$ cat config.mk
export PLATFORM = sky130hd
export DESIGN_NAME = mem_port_arbiter
export DESIGN_NICKNAME = d
export VERILOG_FILES = /design/src/rtl/mem_arb_pkg.sv /design/src/rtl/mem_port_arbiter_lat_counter.sv /design/src/rtl/mem_port_arbiter.sv
export SDC_FILE = /design/constraint.sdc
export NUM_CORES = 1
export LEC_CHECK = 0
export BUFFER_PORTS_ARGS = -buffer_cell sky130_fd_sc_hd__buf_2
export CAP_MARGIN = 20
export CORE_UTILIZATION = 33
export CTS_BUF_LIST = sky130_fd_sc_hd__clkbuf_2 sky130_fd_sc_hd__clkbuf_4 sky130_fd_sc_hd__clkbuf_8
export CTS_CLUSTER_DIAMETER = 60
export CTS_CLUSTER_SIZE = 25
export DETAILED_ROUTE_END_ITERATION = 10
export PLACE_DENSITY = 0.74
export RECOVER_POWER = 100
export SLEW_MARGIN = 0
export SYNTH_ARGS = -nofsm -noshare
export SYNTH_HDL_FRONTEND = slang
export SYNTH_SLANG_ARGS = --single-unit
$ cat constraint.sdc
create_clock -name clk -period 2.6 [get_ports clk]
set_input_delay 0.26 -clock clk [delete_from_list [all_inputs] [get_ports clk]]
set_output_delay 0.26 -clock clk [all_outputs]
set_load 0.01 [all_outputs]
$ cat src/rtl/mem_arb_pkg.sv
// Shared types and default constants for the unified-memory port arbiter.
package mem_arb_pkg;

  typedef enum logic [1:0] {
    IDLE   = 2'd0,
    BUSY_I = 2'd1,
    BUSY_D = 2'd2
  } arb_state_e;

  typedef enum logic {
    GNT_I = 1'b0,
    GNT_D = 1'b1
  } gnt_src_e;

  localparam int DEF_ADDR_W     = 32;
  localparam int DEF_DATA_W     = 32;
  localparam int DEF_MEM_LAT    = 2;
  localparam int DEF_STARVE_LIM = 2;

endpackage

$ cat src/rtl/mem_port_arbiter_lat_counter.sv
// Latency counter: loads MEM_LAT-1 on a grant, then counts down to a zero flag.
module lat_counter #(
  parameter int MEM_LAT = 2
) (
  input  logic clk,
  input  logic reset,
  input  logic load,
  input  logic dec,
  output logic zero
);

  localparam int CW = $clog2(MEM_LAT + 1);
  localparam logic [CW-1:0] LOAD_VAL = CW'(MEM_LAT - 1);

  logic [CW-1:0] cnt;

  always_ff @(posedge clk) begin
    if (reset)
      cnt <= '0;
    else if (load)
      cnt <= LOAD_VAL;
    else if (dec && cnt != '0)
      cnt <= cnt - 1'b1;
  end

  assign zero = (cnt == '0);

endmodule

$ cat src/rtl/mem_port_arbiter.sv
// Arbitrates a single-ported fixed-latency memory between the IF and MEM ports,
// with data priority bounded by a starvation limit and fetch kill on flush.
module mem_port_arbiter
  import mem_arb_pkg::*;
#(
  parameter int ADDR_W     = DEF_ADDR_W,
  parameter int DATA_W     = DEF_DATA_W,
  parameter int MEM_LAT    = DEF_MEM_LAT,
  parameter int STARVE_LIM = DEF_STARVE_LIM
) (
  input  logic              clk,
  input  logic              reset,
  input  logic              if_req,
  input  logic [ADDR_W-1:0] if_addr,
  input  logic              if_kill,
  output logic              if_ready,
  output logic [DATA_W-1:0] if_rdata,
  input  logic              d_req,
  input  logic              d_we,
  input  logic [ADDR_W-1:0] d_addr,
  input  logic [DATA_W-1:0] d_wdata,
  output logic              d_ready,
  output logic [DATA_W-1:0] d_rdata,
  output logic              mem_en,
  output logic              mem_we,
  output logic [ADDR_W-1:0] mem_addr,
  output logic [DATA_W-1:0] mem_wdata,
  input  logic [DATA_W-1:0] mem_rdata
);

  localparam int SW = $clog2(STARVE_LIM + 1);
  localparam logic [SW-1:0] STREAK_MAX = SW'(STARVE_LIM);

  arb_state_e        state;
  logic [SW-1:0]     streak;
  logic              drop;
  logic              cnt_zero;
  logic              contested;
  logic              gnt_any;
  gnt_src_e          gnt_src;
  logic [DATA_W-1:0] if_rdata_q;
  logic [DATA_W-1:0] d_rdata_q;

  lat_counter #(.MEM_LAT(MEM_LAT)) u_lat (
    .clk   (clk),
    .reset (reset),
    .load  (gnt_any),
    .dec   (state != IDLE),
    .zero  (cnt_zero)
  );

  // Grant decision: only in IDLE; a killed fetch never competes.
  always_comb begin
    contested = if_req && d_req && !if_kill;
    gnt_any   = 1'b0;
    gnt_src   = GNT_D;
    if (state == IDLE && !reset) begin
      if (d_req && !(contested && streak == STREAK_MAX)) begin
        gnt_any = 1'b1;
        gnt_src = GNT_D;
      end else if (if_req && !if_kill) begin
        gnt_any = 1'b1;
        gnt_src = GNT_I;
      end
    end
  end

  always_comb begin
    mem_en    = gnt_any;
    mem_we    = gnt_any && gnt_src == GNT_D && d_we;
    mem_addr  = '0;
    mem_wdata = '0;
    if (gnt_any)
      mem_addr = (gnt_src == GNT_D) ? d_addr : if_addr;
    if (mem_we)
      mem_wdata = d_wdata;
  end

  // Response cycle: ready is combinational so a same-cycle kill can still suppress it.
  always_comb begin
    if_ready = !reset && state == BUSY_I && cnt_zero && !drop && !if_kill;
    d_ready  = !reset && state == BUSY_D && cnt_zero;
    if_rdata = if_ready ? mem_rdata : if_rdata_q;
    d_rdata  = d_ready  ? mem_rdata : d_rdata_q;
  end

  always_ff @(posedge clk) begin
    if (reset) begin
      state      <= IDLE;
      streak     <= '0;
      drop       <= 1'b0;
      if_rdata_q <= '0;
      d_rdata_q  <= '0;
    end else begin
      if (if_ready) if_rdata_q <= mem_rdata;
      if (d_ready)  d_rdata_q  <= mem_rdata;
      case (state)
        IDLE: begin
          drop <= 1'b0;
          if (gnt_any) begin
            state  <= (gnt_src == GNT_D) ? BUSY_D : BUSY_I;
            streak <= (gnt_src == GNT_D && contested) ? streak + 1'b1 : '0;
          end
        end
        BUSY_I: begin
          if (cnt_zero) begin
            state <= IDLE;
            drop  <= 1'b0;
          end else if (if_kill) begin
            drop <= 1'b1;
          end
        end
        BUSY_D: begin
          if (cnt_zero)
            state <= IDLE;
        end
        default: state <= IDLE;
      endcase
    end
  end

endmodule

==> results.py, run 1 <==
metrics = {
    "run_status": {
        "outcome": "finished, final reports clean",
    },
    "detailed_routing": {
        "drt-pass1-iter-count": 5,
        "drcViolationCount": 0,
        "via_per_inst": 4.82,
        "wirelength_um": 13100,
        "num_vias": 4367,
        "wl_per_cell_um": 14.4,
        "postRouteAntennaNets": 0,
        "drt_iter0_drc": 162,
    },
    "sta": {
        "fin_crit_sh_pct": 91.9,
        "finalSetupTns_ns": 0,
        "slew_viol_final": 0,
        "setup_viol": 0,
        "finalCriticalPeriod_ns": 2.39,
        "setup_ws_ns": 0.211,
        "clock_skew_ns": 0.0109,
        "grt_setup_unrepaired": "no",
        "tightest_slew_ns": 0.741,
        "fmax_mhz": 419,
        "slew_headroom_pct": 50.6,
        "fin_hold_ws_ns": 0.159,
        "finalHoldViolCount": 0,
    },
    "setup_path": {
        "path_max_fanout": 34,
        "cp.arrival_ns": 2.13,
        "worstSetupPathType": "reg -> out",
        "critPathLaunchType": "flop",
        "cp_data_required_time_ns": 2.34,
        "crit_path_end_kind": "output port",
        "reg2reg_slack_ns": 0.53,
    },
    "pwr": {
        "p_int_mw": 1.84,
        "power.density_nw_per_um2": 462,
        "clkPwrFrac_pct": 35.5,
        "switching_power_mw": 0.739,
        "vdd_ir_drop_max_v": 0.000223,
        "p_sw_share_pct": 28.6,
        "p_seq_share_pct": 43.6,
        "p_leak_nw": 2.57,
        "power_frac_comb_pct": 20.9,
    },
    "global_route": {
        "grt_antenna_before_repair": 1,
        "grt_pass1_wl_um": 19800,
        "first_global_vias": 3973,
        "grt_overflow_total": 0,
        "grtUsageTotal_pct": 19.6,
        "grt_max_degree": 48,
    },
    "floorplan": {
        "start_util_pct": 34.2,
        "boundaryPins": 266,
        "placementRows": 40,
        "die_width_um": 114,
        "die_y_um": 114,
        "core_area_um2": 12100,
        "dieArea_um2": 13000,
    },
    "placement": {
        "io_buffers": 265,
        "place_inst": 889,
        "dp_worst_setup_slack_ns": 0.539,
        "gp_congestion": 0.763,
        "place_hpwl_um": 10000,
    },
    "synth": {
        "yosysTopAreaCell": "dfxtp_1",
        "syn_area_per_cell_um2": 8.47,
        "synth-simple-area-share_pct": 23.3,
        "yosys-top-cells-area": "dfxtp_1, mux2_4, and2_1",
        "syn_area_um2": 4140,
        "synthFlopType": "dfxtp_1",
        "syn_nets": 628,
        "yosysUniqueCellTypes": 37,
        "synth_most_common_cell": "dfxtp_1",
        "synth_edf_count": 0,
        "synth_fa_ha_area_share_pct": 1.51,
        "ys_seq_area_share_pct": 34.3,
        "synth_warnings": 0,
        "synthCells": 489,
        "synthMuxAreaShare_pct": 12.1,
        "synth-xor-area-share_pct": 0,
        "synth_seq_cells": 71,
        "synth_compound_area_share_pct": 19.0,
        "synth_commonest_cells": "dfxtp_1, and2_1, nand3_1, inv_1, nand2_1",
        "synth_top_area_share_pct": 34.3,
        "synth-async-reset-ratio_pct": 0,
        "synth_top_family_by_area": "simple AND/OR/NAND/NOR gates",
    },
    "clocking": {
        "insertion_delay_ns": 0.35,
        "htreeDepth": 3,
        "tritoncts": "yes",
        "numCtsBuffers": 9,
        "cts_setup_buffers": 0,
        "clockRootBuffer": "clkbuf_8",
        "hold_buffers": 0,
        "cts.clk_slew.worst_paths_ns": 0.08,
        "clockBufferDepth": 2,
        "cts_num_sinks": 71,
    },
    "flow_run": {
        "maxCapViolCount": 0,
    },
    "layout": {
        "n_fill_cell": 1328,
        "final_cells": 906,
        "regArea_um2": 1420,
        "multi_input_area_um2": 2240,
        "nets": 871,
        "syn_to_final_growth_pct": 34.9,
        "fin_util_pct": 46.2,
        "drive_gt1_share_pct": 28.5,
    },
    "worst_hold_path": {
        "hold_path_class": "in -> reg",
    },
}
## per-layer routing
metal	vias to the layer above	wire length [um]	GRT usage [%]	part of all wire [%]
met1	1959	5500	22.7	42
li1	2212	-	-	-
met5	-	0	0	0
met3	20	763	5.10	5.8
met4	0	346	7.62	2.6
met2	176	6450	34.3	49
## layout by cell type, fill, tap and decap left out, types with 3 or more instances in the layout
cell type	instances
mux2_1	28
clkbuf_2	17
nor2_1	3
buf_2	151
buf_4	11
nand2b_1	4
o21ai_0	31
clkbuf_8	11
clkbuf_1	99
dfxtp_1	71
and2_0	14
o2111ai_1	33
inv_1	39
ha_1	4
nand2_1	36
and2_1	50
o31ai_1	33
nand3_1	64
mux2_4	4
## flip-flops by register name (all words and copies together), names as in the netlist
register    flops
state           2
d_rdata_q      32
if_rdata_q     32
streak          2
u_lat.cnt       2
drop            1
## layout make-up
cell class	instances	area share [%]
Clock inverter	5	1.01
Sequential cell	71	25.4
Antenna cell	1	0.0448
Tap cell	168	3.76
Clock buffer	11	2.71
Timing Repair Buffer	281	24.1
Multi-Input combinational cell	327	40.1
Inverter	42	2.86
## power groups by stage
stage | Clock [mW] | Sequential [mW] | Combinational [mW]
finish | 0.915 | 1.13 | 0.540
CTS | 0.941 | 1.13 | 0.588
detailed placement | 0 | 1.15 | 0.586
global placement | 0 | 1.15 | 0.583
global route | 1.00 | 1.13 | 0.593
floorplan | 0 | 1.15 | 0.333
## cell families after synthesis
logic type | after synthesis
buffers and inverters | 91
DFF | 71
AOI/OAI and AO/OA | 110
and+or+nand+nor | 177
muxes | 35
adders and majority gates | 5
## worst paths after layout
kind / startpoint / endpoint / depth (start not counted)
min: mem_rdata[23] / if_rdata_q[23]$_SDFF_PP0_ / 3
max reg2reg: state[1]$_SDFFE_PP0P_ / if_rdata_q[3]$_SDFF_PP0_ / 6
max: state[1]$_SDFFE_PP0P_ / mem_addr[14] / 7
min reg2reg: if_rdata_q[8]$_SDFF_PP0_ / if_rdata_q[8]$_SDFF_PP0_ / 2
## worst max-delay path, cell delays in order (launching register included)
cell	delay, ns
dfxtp_1	0.32
inv_1	0.10
ha_1	0.29
nor4bb_4	0.32
buf_4	0.36
nand3_1	0.13
nand2_1	0.08
clkbuf_1	0.18
## what timing repair did
item | in CTS | in global routing
endpoints found under the setup margin | 0 | 3
gates resized for setup | 0 | 3
hold endpoints to repair | 0 | 0
## stage by stage
stage,instance area [um^2],power (mW)
after detailed placement,5600,1.74
after global routing,5590,2.72
after CTS,5810,2.66
final,5590,2.58
after global placement,5600,1.73
after floorplan,4140,1.48
Power figures use the tool's default switching activity.
==> run 2: changes to the inputs <==
--- a/config.mk
+++ b/config.mk
@@ -7,6 +7,7 @@
 export LEC_CHECK = 0
 export BUFFER_PORTS_ARGS = -buffer_cell sky130_fd_sc_hd__buf_2
 export CAP_MARGIN = 20
+export CORE_MARGIN = 10
 export CORE_UTILIZATION = 33
 export CTS_BUF_LIST = sky130_fd_sc_hd__clkbuf_2 sky130_fd_sc_hd__clkbuf_4 sky130_fd_sc_hd__clkbuf_8
 export CTS_CLUSTER_DIAMETER = 60
==> results.py, run 2 (synthesized netlist as in run 1, its figures left out) <==
metrics = {
    "run_status": {
        "outcome": "finished, final reports clean",
    },
    "global_route": {
        "grt_overflow_total": 0,
        "first_global_vias": 4374,
        "grtUsageTotal_pct": 16.3,
        "grt_max_degree": 35,
        "grt_pass1_wl_um": 23500,
        "grt_antenna_before_repair": 0,
    },
    "flow_run": {
        "maxCapViolCount": 0,
    },
    "setup_path": {
        "cp.arrival_ns": 2.16,
        "critPathLaunchType": "flop",
        "crit_chain": "inv_1 -> ha_1 -> nor4b_4 -> nand2_1 -> inv_4 -> mux2_1 -> clkbuf_2",
        "critPathTopFamily": "buffers and inverters",
        "slowest_delay_ns": 0.37,
        "crit_path_end_kind": "output port",
        "cp_data_required_time_ns": 2.34,
        "path_max_fanout": 20,
        "slowest_stage": "mux2_1",
        "worstSetupPathType": "reg -> out",
        "path_buf_inv": 3,
    },
    "detailed_routing": {
        "drcViolationCount": 0,
        "wl_per_cell_um": 16.9,
        "postRouteAntennaNets": 0,
        "drt-pass1-iter-count": 4,
        "drt_iter0_drc": 186,
        "num_vias": 4337,
        "via_per_inst": 4.79,
        "wirelength_um": 15300,
    },
    "pwr": {
        "vdd_ir_drop_max_v": 0.000197,
        "p_sw_share_pct": 26.8,
        "power_frac_comb_pct": 19.9,
        "p_leak_nw": 2.70,
        "p_int_mw": 1.99,
        "power.density_nw_per_um2": 484,
        "switching_power_mw": 0.728,
        "clkPwrFrac_pct": 38.7,
        "p_seq_share_pct": 41.4,
    },
    "floorplan": {
        "core_area_um2": 12200,
        "die_width_um": 132,
        "start_util_pct": 34.1,
        "dieArea_um2": 17400,
        "placementRows": 40,
        "boundaryPins": 266,
        "die_y_um": 132,
    },
    "clocking": {
        "insertion_delay_ns": 0.34,
        "cts_num_sinks": 71,
        "tritoncts": "yes",
        "cts.clk_slew.worst_paths_ns": 0.07,
        "clockBufferDepth": 2,
        "cts_setup_buffers": 0,
        "htreeDepth": 3,
        "clockRootBuffer": "clkbuf_8",
        "numCtsBuffers": 9,
    },
    "layout": {
        "antenna_cells": 0,
        "nets": 872,
        "reg_top3": "d_rdata_q: 32 flops, if_rdata_q: 32 flops",
        "layout_commonest_cell": "buf_2",
        "syn_to_final_growth_pct": 35.6,
        "drive_gt1_share_pct": 32.2,
        "final_cell_mix": "buf_2, dfxtp_1, clkbuf_1",
    },
    "sta": {
        "clock_skew_ns": 0.00722,
        "finalSetupTns_ns": 0,
        "slew_headroom_pct": 53.0,
        "tightest_slew_ns": 0.706,
        "finalCriticalPeriod_ns": 2.42,
        "slew_viol_final": 0,
        "fin_hold_ws_ns": 0.170,
        "finalHoldViolCount": 0,
        "fin_crit_sh_pct": 93.1,
        "fmax_mhz": 413,
        "setup_viol": 0,
        "grt_setup_unrepaired": "no",
    },
    "placement": {
        "io_buffers": 265,
        "gp_congestion": 0.820,
        "place_hpwl_um": 12400,
    },
    "worst_hold_path": {
        "hold_path_class": "in -> reg",
    },
}
==> run 2: worst reg2reg max path: cells and delay by family, from the launching register on <==
family / cells / cell delay [ns]
buf+inv: 2 / 0.65
simple gates: 1 / 0.53
flops: 1 / 0.32
compound gates: 2 / 0.25
fa+ha+maj: 1 / 0.18
==> run 2: stage by stage <==
step | util [%] | area (um^2) | instances | power [mW] | setup WS [ns]
detailed placement | 46.0 | 5590 | 890 | 1.75 | 0.493
global placement | 46.0 | 5590 | 890 | 1.74 | 0.496
CTS | 48.0 | 5830 | 906 | 2.81 | 0.0960
global route | 46.2 | 5620 | 906 | 2.86 | 0.0106
floorplan | - | 4140 | 489 | 1.48 | 0.869
finish | 46.2 | 5620 | 906 | 2.72 | 0.180
==> run 2: final cells by class <==
class	count	area, um^2
clock buffers	10	131
multi-input cells	327	2210
well taps	168	210
inverters	42	160
clock inverters	6	109
flip-flops and latches	71	1420
fillers	1308	6540
repair buffers	282	1370
==> run 2: final timing paths <==
kind	startpoint	end	slack, ns	depth (start not counted)
worst max-delay path	u_lat.cnt[0]$_SDFFE_PP0P_	if_rdata[3]	0.18	7
worst min-delay path	mem_rdata[30]	if_rdata_q[30]$_SDFF_PP0_	0.17	3
worst max register to register	state[1]$_SDFFE_PP0P_	if_rdata_q[12]$_SDFF_PP0_	0.55	6
worst min register to register	if_rdata_q[9]$_SDFF_PP0_	if_rdata_q[9]$_SDFF_PP0_	0.46	2
==> run 2: power by group through the flow <==
stage	logic, mW	clock network [mW]	registers, mW
after CTS	0.600	1.09	1.13
after global routing	0.600	1.13	1.13
after floorplan	0.333	0	1.15
final	0.541	1.05	1.13
after detailed placement	0.598	0	1.15
after global placement	0.594	0	1.15
==> run 2: metal layers <==
| layer | wire length (um) | GRT usage [%] | share of wire [%] | vias to the layer above |
|---|---|---|---|---|
| li1 | - | - | - | 2217 |
| met1 | 6110 | 17.7 | 40 | 1924 |
| met2 | 7350 | 27.8 | 48 | 186 |
| met3 | 1660 | 7.96 | 11 | 10 |
| met4 | 169 | 4.14 | 1.1 | 0 |
| met5 | 0 | 0 | 0 | - |
==> run 2: timing repair <==
action	CTS	global route
resized for setup	0	1
setup endpoints to repair	0	17
endpoints found under the hold margin	0	0
hold buffers	0	0
==> run 3: changes to the inputs <==
--- a/config.mk
+++ b/config.mk
@@ -5,6 +5,7 @@
 export SDC_FILE = /design/constraint.sdc
 export NUM_CORES = 1
 export LEC_CHECK = 0
+export ABC_AREA = 1
 export BUFFER_PORTS_ARGS = -buffer_cell sky130_fd_sc_hd__buf_2
 export CAP_MARGIN = 20
 export CORE_MARGIN = 10
==> results.py, run 3 <==
metrics = {
    "detailed_routing": {
        "drt-pass1-iter-count": 4,
        "postRouteAntennaNets": 0,
        "wirelength_um": 13900,
        "drcViolationCount": 0,
        "via_per_inst": 4.23,
        "num_vias": 4402,
        "drt_iter0_drc": 145,
        "wl_per_cell_um": 13.4,
    },
    "sta": {
        "finalCriticalPeriod_ns": 2.39,
        "slew_viol_final": 0,
        "fin_crit_sh_pct": 91.9,
        "fmax_mhz": 418,
        "slew_headroom_pct": 49.6,
        "tightest_slew_ns": 0.756,
        "setup_viol": 0,
        "finalSetupTns_ns": 0,
        "grt_setup_unrepaired": "no",
        "clock_skew_ns": 0.0100,
        "finalHoldViolCount": 0,
    },
    "clocking": {
        "hold_buffers": 0,
        "htreeDepth": 3,
        "clockBufferDepth": 2,
        "cts_num_sinks": 71,
        "tritoncts": "yes",
        "clockRootBuffer": "clkbuf_8",
        "insertion_delay_ns": 0.33,
        "numCtsBuffers": 9,
        "cts.clk_slew.worst_paths_ns": 0.08,
    },
    "synth": {
        "synth_commonest_cells": "inv_1, nand2_1, nor2_1, dfxtp_1, o21ai_0",
        "synth_most_common_cell": "inv_1",
        "syn_area_um2": 4160,
        "yosysUniqueCellTypes": 31,
        "synth_edf_count": 0,
        "syn_nets": 754,
        "synth-async-reset-ratio_pct": 0,
        "syn_area_per_cell_um2": 6.77,
        "synth_warnings": 0,
        "synthCells": 615,
        "ys_seq_area_share_pct": 34.2,
        "yosys-top-cells-area": "dfxtp_1, inv_1, nand2_1",
        "synth_top_area_share_pct": 34.2,
        "synth_seq_cells": 71,
        "synthFlopType": "dfxtp_1",
        "yosysTopAreaCell": "dfxtp_1",
    },
    "setup_path": {
        "path_max_fanout": 29,
        "cp.arrival_ns": 2.13,
        "cp_data_required_time_ns": 2.34,
        "worstSetupPathType": "reg -> out",
        "crit_path_end_kind": "output port",
        "critPathLaunchType": "flop",
    },
    "worst_hold_path": {
        "hold_path_class": "in -> reg",
    },
    "floorplan": {
        "core_area_um2": 12200,
        "die_width_um": 132,
        "boundaryPins": 266,
        "start_util_pct": 34.2,
        "die_y_um": 132,
        "placementRows": 40,
        "dieArea_um2": 17500,
    },
    "layout": {
        "syn_to_final_growth_pct": 34.1,
        "nets": 1007,
        "final_cell_mix": "buf_2, inv_1, clkbuf_1",
        "layout_commonest_cell": "buf_2",
        "drive_gt1_share_pct": 32.2,
        "fin_util_pct": 45.9,
        "reg_top3": "d_rdata_q: 32 flops, if_rdata_q: 32 flops",
        "antenna_cells": 0,
    },
    "pwr": {
        "power_mw": 4.19,
        "vdd_ir_drop_max_v": 0.000514,
        "power.density_nw_per_um2": 751,
        "p_leak_nw": 3.37,
    },
    "global_route": {
        "grtUsageTotal_pct": 15.2,
        "grt_max_degree": 61,
        "first_global_vias": 4453,
        "grt_antenna_before_repair": 0,
        "grt_pass1_wl_um": 22300,
        "grt_overflow_total": 0,
    },
    "placement": {
        "gp_congestion": 0.800,
        "io_buffers": 265,
        "place_hpwl_um": 11300,
    },
    "run_status": {
        "outcome": "finished, final reports clean",
    },
    "flow_run": {
        "maxCapViolCount": 0,
    },
}
## run 3: final timing paths
check / startpoint / end / slack, ns / cells after the start
worst max-delay path: state[0]$_SDFFE_PP0P_ / mem_addr[17] / 0.21 / 9
worst min-delay path: mem_rdata[20] / if_rdata_q[20]$_SDFF_PP0_ / 0.19 / 3
worst max register to register: u_lat.cnt[0]$_SDFFE_PP0P_ / if_rdata_q[12]$_SDFF_PP0_ / 0.86 / 8
worst min register to register: state[1]$_SDFFE_PP0P_ / state[1]$_SDFFE_PP0P_ / 0.49 / 2
## run 3: worst max-delay path: stages (launching register included)
cell	delay, ns
dfxtp_1	0.36
inv_1	0.07
ha_1	0.28
nand2_2	0.13
nor2_4	0.05
nand2_4	0.11
buf_4	0.30
nand2_1	0.09
a21oi_1	0.22
clkbuf_2	0.18
## run 3: per-stage QoR
step	std cells	instance area (um^2)	hold slack, ns	setup WS [ns]
after detailed placement	1025	5590	0.490	0.558
after floorplan	615	4160	0.404	0.928
after global routing	1040	5580	0.183	0.0176
final	1040	5580	0.187	0.210
after CTS	1040	5790	0.158	0.162
after global placement	1025	5590	0.476	0.574
## run 3: power breakdown
group	internal, mW	leakage, nW	switching (mW)
clock network	0.464	0.0985	0.415
logic	0.733	2.70	1.28
registers	1.26	0.576	0.0442
## run 3: layout make-up
class                   instances  area, um^2
clock inverters                 5        56.3
flip-flops and latches         71        1420
multi-input cells             365        1900
well taps                     168         210
fillers                      1296        6580
clock buffers                  10         138
repair buffers                275        1300
inverters                     146         556
## run 3: logic make-up (layout without fill, tap and decap cells)
logic type,count (synthesis),after routing,synth area share (%)
AO/OA/AOI/OAI,104,104,16.4
flip-flops,71,71,34.2
adder cells (fa/ha/maj),5,5,1.50
AND/OR/NAND/NOR,256,256,29.5
buffers and inverters,179,436,18.4
## run 3: layer usage
metal / GRT usage (%) / routed length [um] / up-vias
met2: 28.0 / 7120 / 164
li1: - / - / 2307
met5: 0 / 0 / -
met3: 5.53 / 1130 / 18
met4: 5.20 / 313 / 0
met1: 15.3 / 5350 / 1913
## run 3: timing repair
| item | in CTS | in global routing |
|---|---|---|
| hold endpoints to repair | 0 | 0 |
| resized for setup | 0 | 1 |
| endpoints found under the setup margin | 0 | 1 |
| buffers inserted | 0 | 0 |
